[config.mk]
export PLATFORM = sky130hd
export DESIGN_NAME = demux_sched_4b
export DESIGN_NICKNAME = d
export VERILOG_FILES = /design/src/rtl/demux_sched_4b.sv
export SDC_FILE = /design/constraint.sdc
export NUM_CORES = 1
export LEC_CHECK = 0
export CORE_ASPECT_RATIO = 1.25
export CORE_MARGIN = 3
export CORE_UTILIZATION = 49
export DETAILED_ROUTE_END_ITERATION = 10
export PLACE_DENSITY = 0.89
export SYNTH_ARGS = -nofsm -noshare
export SYNTH_HDL_FRONTEND = slang
export SYNTH_SLANG_ARGS = --single-unit
[constraint.sdc]
create_clock -name clk -period 2.8 [get_ports clk]
set_input_delay 0.42 -clock clk [delete_from_list [all_inputs] [get_ports clk]]
set_output_delay 0.42 -clock clk [all_outputs]
set_load 0.02 [all_outputs]
[src/rtl/demux_sched_4b.sv]
`default_nettype none
// ============================================================================
// Module      : demux_sched_4b
// Description : Round-robin scheduler that spreads a stream of words from one
//               input bus across two registered output lanes, with
//               valid/ready backpressure on both sides, per-lane delivered-word
//               counters and an enable/drain run control.
// Revision    : 1.0 - initial release
// ============================================================================
module demux_sched_4b #(
    parameter int WIDTH = 4,
    parameter int CNT_W = 8
) (
    input  logic             clk,
    input  logic             reset_L,
    input  logic             enable,
    input  logic [WIDTH-1:0] data_in,
    input  logic             valid_in,
    output logic             ready_out,
    output logic [WIDTH-1:0] data_out0,
    output logic [WIDTH-1:0] data_out1,
    output logic             valid_out0,
    output logic             valid_out1,
    input  logic             ready_in0,
    input  logic             ready_in1,
    output logic             sel,
    output logic             busy,
    output logic [CNT_W-1:0] count0,
    output logic [CNT_W-1:0] count1
);

    localparam logic [CNT_W-1:0] c_cnt_one = {{(CNT_W-1){1'b0}}, 1'b1};

    typedef enum logic [1:0] {
        ST_IDLE  = 2'd0,
        ST_RUN   = 2'd1,
        ST_DRAIN = 2'd2
    } state_t;

    state_t           r_state;
    logic             r_busy;
    logic             r_sel;
    logic [WIDTH-1:0] r_data0;
    logic [WIDTH-1:0] r_data1;
    logic             r_valid0;
    logic             r_valid1;
    logic [CNT_W-1:0] r_count0;
    logic [CNT_W-1:0] r_count1;

    logic w_avail0;
    logic w_avail1;
    logic w_pref_avail;
    logic w_lane;
    logic w_ready;
    logic w_accept;
    logic w_xfer0;
    logic w_xfer1;
    logic w_load0;
    logic w_load1;

    // A lane can take a word if its buffer is empty or is being emptied now;
    // the preferred lane wins when it can take the word, otherwise the other.
    assign w_avail0     = !r_valid0 || ready_in0;
    assign w_avail1     = !r_valid1 || ready_in1;
    assign w_ready      = (r_state == ST_RUN) && (w_avail0 || w_avail1);
    assign w_accept     = valid_in && w_ready;
    assign w_pref_avail = r_sel ? w_avail1 : w_avail0;
    assign w_lane       = w_pref_avail ? r_sel : ~r_sel;
    assign w_load0      = w_accept && !w_lane;
    assign w_load1      = w_accept && w_lane;
    assign w_xfer0      = r_valid0 && ready_in0;
    assign w_xfer1      = r_valid1 && ready_in1;

    assign ready_out  = w_ready;
    assign data_out0  = r_data0;
    assign data_out1  = r_data1;
    assign valid_out0 = r_valid0;
    assign valid_out1 = r_valid1;
    assign sel        = r_sel;
    assign busy       = r_busy;
    assign count0     = r_count0;
    assign count1     = r_count1;

    // Run-control FSM; busy is registered alongside the state it reflects.
    always_ff @(posedge clk or negedge reset_L) begin
        if (!reset_L) begin
            r_state <= ST_IDLE;
            r_busy  <= 1'b0;
        end else begin
            case (r_state)
                ST_IDLE: begin
                    if (enable) begin
                        r_state <= ST_RUN;
                        r_busy  <= 1'b1;
                    end
                end
                ST_RUN: begin
                    if (!enable) begin
                        r_state <= ST_DRAIN;
                    end
                end
                ST_DRAIN: begin
                    if (enable) begin
                        r_state <= ST_RUN;
                    end else if (!r_valid0 && !r_valid1) begin
                        r_state <= ST_IDLE;
                        r_busy  <= 1'b0;
                    end
                end
                default: begin
                    r_state <= ST_IDLE;
                    r_busy  <= 1'b0;
                end
            endcase
        end
    end

    // Round-robin pointer: points past the lane that took the last word.
    always_ff @(posedge clk or negedge reset_L) begin
        if (!reset_L) begin
            r_sel <= 1'b0;
        end else if (w_accept) begin
            r_sel <= ~w_lane;
        end
    end

    // Lane buffers: a reload in the same cycle as a transfer keeps valid high.
    always_ff @(posedge clk or negedge reset_L) begin
        if (!reset_L) begin
            r_data0  <= '0;
            r_data1  <= '0;
            r_valid0 <= 1'b0;
            r_valid1 <= 1'b0;
        end else begin
            if (w_load0) begin
                r_data0  <= data_in;
                r_valid0 <= 1'b1;
            end else if (w_xfer0) begin
                r_valid0 <= 1'b0;
            end
            if (w_load1) begin
                r_data1  <= data_in;
                r_valid1 <= 1'b1;
            end else if (w_xfer1) begin
                r_valid1 <= 1'b0;
            end
        end
    end

    // Delivered-word counters, wrapping naturally at 2^CNT_W.
    always_ff @(posedge clk or negedge reset_L) begin
        if (!reset_L) begin
            r_count0 <= '0;
            r_count1 <= '0;
        end else begin
            if (w_xfer0) begin
                r_count0 <= r_count0 + c_cnt_one;
            end
            if (w_xfer1) begin
                r_count1 <= r_count1 + c_cnt_one;
            end
        end
    end

endmodule
`default_nettype wire

==> flow_summary.yaml <==
floorplanning:
  coreArea_um2: 2480
  num_rows: 20
  die_h_um: 63.2
  fp.dieW_um: 51.8
  start_util_pct: 51.8
  die_area_um2: 3270
  ios: 39
cells_and_area:
  final_area_um2: 1780
  drive_above_1_share_pct: 14.2
  fin_nets: 159
  antenna_cells: 0
  area_growth_pct: 38.4
placement:
  placed_area_um2: 1710
  gp_congestion: 0.754
  port_buffers: 38
  dp_hpwl_um: 1890
cts:
  cts.reportedPaths.clkPinSlew_ns: 0.09
  cts_made_buffers: 5
  cts_root_buf: "clkbuf_4"
  cts_tree: "yes"
  h-tree-depth: 2
  post_cts_buffers: 0
  cts_resized: 0
  clock-sinks: 30
  clock_latency_ns: 0.33
  clk_path_buf_depth: 2
  hold_buffers: 0
synthesis:
  ys_warn_count: 0
  ys.flop_type: "dfrtp_1"
  ys_ff_latch: 30
  syn_area_per_cell_um2: 12.7
  ys_top_cells_by_area: "dfrtp_1, mux2_2, xnor2_1"
  synth_edf_count: 0
  ys_types: 26
  synth_top_area_share_pct: 58.5
  yosysTopAreaCell: "dfrtp_1"
  synth_seq_area_share_pct: 58.5
  synthTopCellsByCount: "dfrtp_1, mux2_2, xnor2_1, nand2_1"
  yosysMostFrequentCell: "dfrtp_1"
  syn-cell-area_um2: 1280
  synth_cells: 101
  async_reset_ff_share_pct: 100
  synth_fp_nets: 113
power_and_ir_drop:
  powerDensity_nw_per_um2: 909
  p_clk_share_pct: 16.8
  p_int_w: 0.00103
  swShare_pct: 36.3
  worst_ir_drop_vdd_v: 0.000548
  p_leak_nw: 0.777
  p_seq_share_pct: 42.9
  total_power_w: 0.00161
  p_sw_w: 0.000585
  comb_power_share_pct: 40.3
global_routing:
  grt_max_degree: 31
  grt.overflow.total: 0
  grt_pass1_wl_um: 4570
  antenna_found_initial: 0
  track_usage_pct: 18.8
  first_global_vias: 1000
flow_run:
  cap_violations: 0
timing:
  finalMaxSlewViolations: 0
  finClkSkew_ns: 0.00587
  finalSetupViolCount: 0
  slew_headroom_pct: 62.3
  final.min_clock_period_ns: 2.36
  rsz0062_at_grt: "no"
  fin_crit_sh_pct: 84.2
  finalHoldViolations: 0
  setup_tns_ns: 0
  whs_ns: 0.469
  worst_slew_pin_slew_ns: 0.565
  fmax_ghz: 0.424
detailed_routing:
  dr.pass1.iters: 4
  num_vias: 961
  viasPerCell: 5.31
  drc: 0
  drtIter0Drc: 9
  wire_per_inst_um: 13.9
  drt_wl_total_um: 2510
  ant_nets: 0
critical_path:
  worst-setup-path-type: "in -> out"
  required_ns: 2.38
  cp_max_fo: 5
  end_kind: "output port"
  arrival_ns: 1.94
  cp-start-kind: "input pin"
outcome:
  status: "completed"
worst_hold_path:
  hold_path_class: "in -> async"
## metal layers
| layer | track usage (%) | up-vias | part of all wire (%) |
|---|---|---|---|
| met1 | 20.0 | 468 | 39 |
| met4 | 7.87 | 0 | 1.8 |
| met3 | 8.51 | 4 | 8.2 |
| li1 | - | 447 | - |
| met5 | 0 | - | 0 |
| met2 | 31.5 | 42 | 51 |
## cells in the final DEF, fill, tap and decap left out, types with 4 or more instances in the layout
cell type	netlist	layout
clkdlybuf4s50_1	0	38
dfrtp_1	30	30
mux2_2	10	10
xnor2_1	8	8
nand2_1	7	7
nand4_1	6	6
xor2_1	6	6
clkbuf_4	0	5
nor2_1	4	4
nor3_1	4	4
## final timing paths
path                            start            to  slack, ns  cells past startpoint
setup / recovery            ready_in1     ready_out       0.44                      5
min in group clk            count1[7]     count1[7]       0.48                      1
hold / removal                reset_L     count1[2]       0.47                      2
max in group asynchronous     reset_L    r_state[0]       2.06                      2
setup reg to reg           valid_out0  data_out0[1]       1.08                      3
hold reg to reg             count1[7]     count1[7]       0.48                      1
## critical path, stage by stage
cell and delay (ns):
clkdlybuf4s50_1 0.49, nand2b_1 0.24, nor2_1 0.08, nor2_1 0.09, clkdlybuf4s50_1 0.61
## registers in the layout, summed over array words and instances (netlist names)
signal	cells
data_out1	4
count1	8
busy	1
valid_out1	1
data_out0	4
valid_out0	1
r_state	2
count0	8
sel	1
## power by group through the flow
stage	Combinational (W)	Clock (W)	Sequential [W]
2_1_floorplan	0.000175	0	0.000839
3_3_place_gp	0.000643	0	0.000691
3_5_place_dp	0.000656	0	0.000701
4_1_cts	0.000660	0.000285	0.000695
5_1_grt	0.000699	0.000305	0.000719
6_report	0.000650	0.000272	0.000692
## logic make-up after synthesis
family / after synthesis / share of synthesized area (%)
mux: 10 / 8.78
buf+inv: 2 / 0.586
flops: 30 / 58.5
xor+xnor: 14 / 9.56
fa+ha+maj: 2 / 1.95
simple gates: 33 / 13.6
compound gates: 10 / 7.02
## per-stage QoR
step	instances	utilization (%)	setup slack, ns
6_report	181	71.7	0.442
5_1_grt	181	71.7	0.355
4_1_cts	181	71.7	0.435
3_5_place_dp	173	69.1	0.453
3_3_place_gp	173	69.1	0.453
2_1_floorplan	101	-	1.14
## cell type report
| class | instances | area (um2) |
|---|---|---|
| multi-input combinational | 69 | 524 |
| tap | 33 | 41.3 |
| inverter | 2 | 7.51 |
| clock buffer | 6 | 51.3 |
| sequential | 30 | 751 |
| fill | 191 | 702 |
| clock inverter | 2 | 12.5 |
| timing repair buffer | 39 | 388 |
Note: power is estimated with default switching activity, not from simulation.
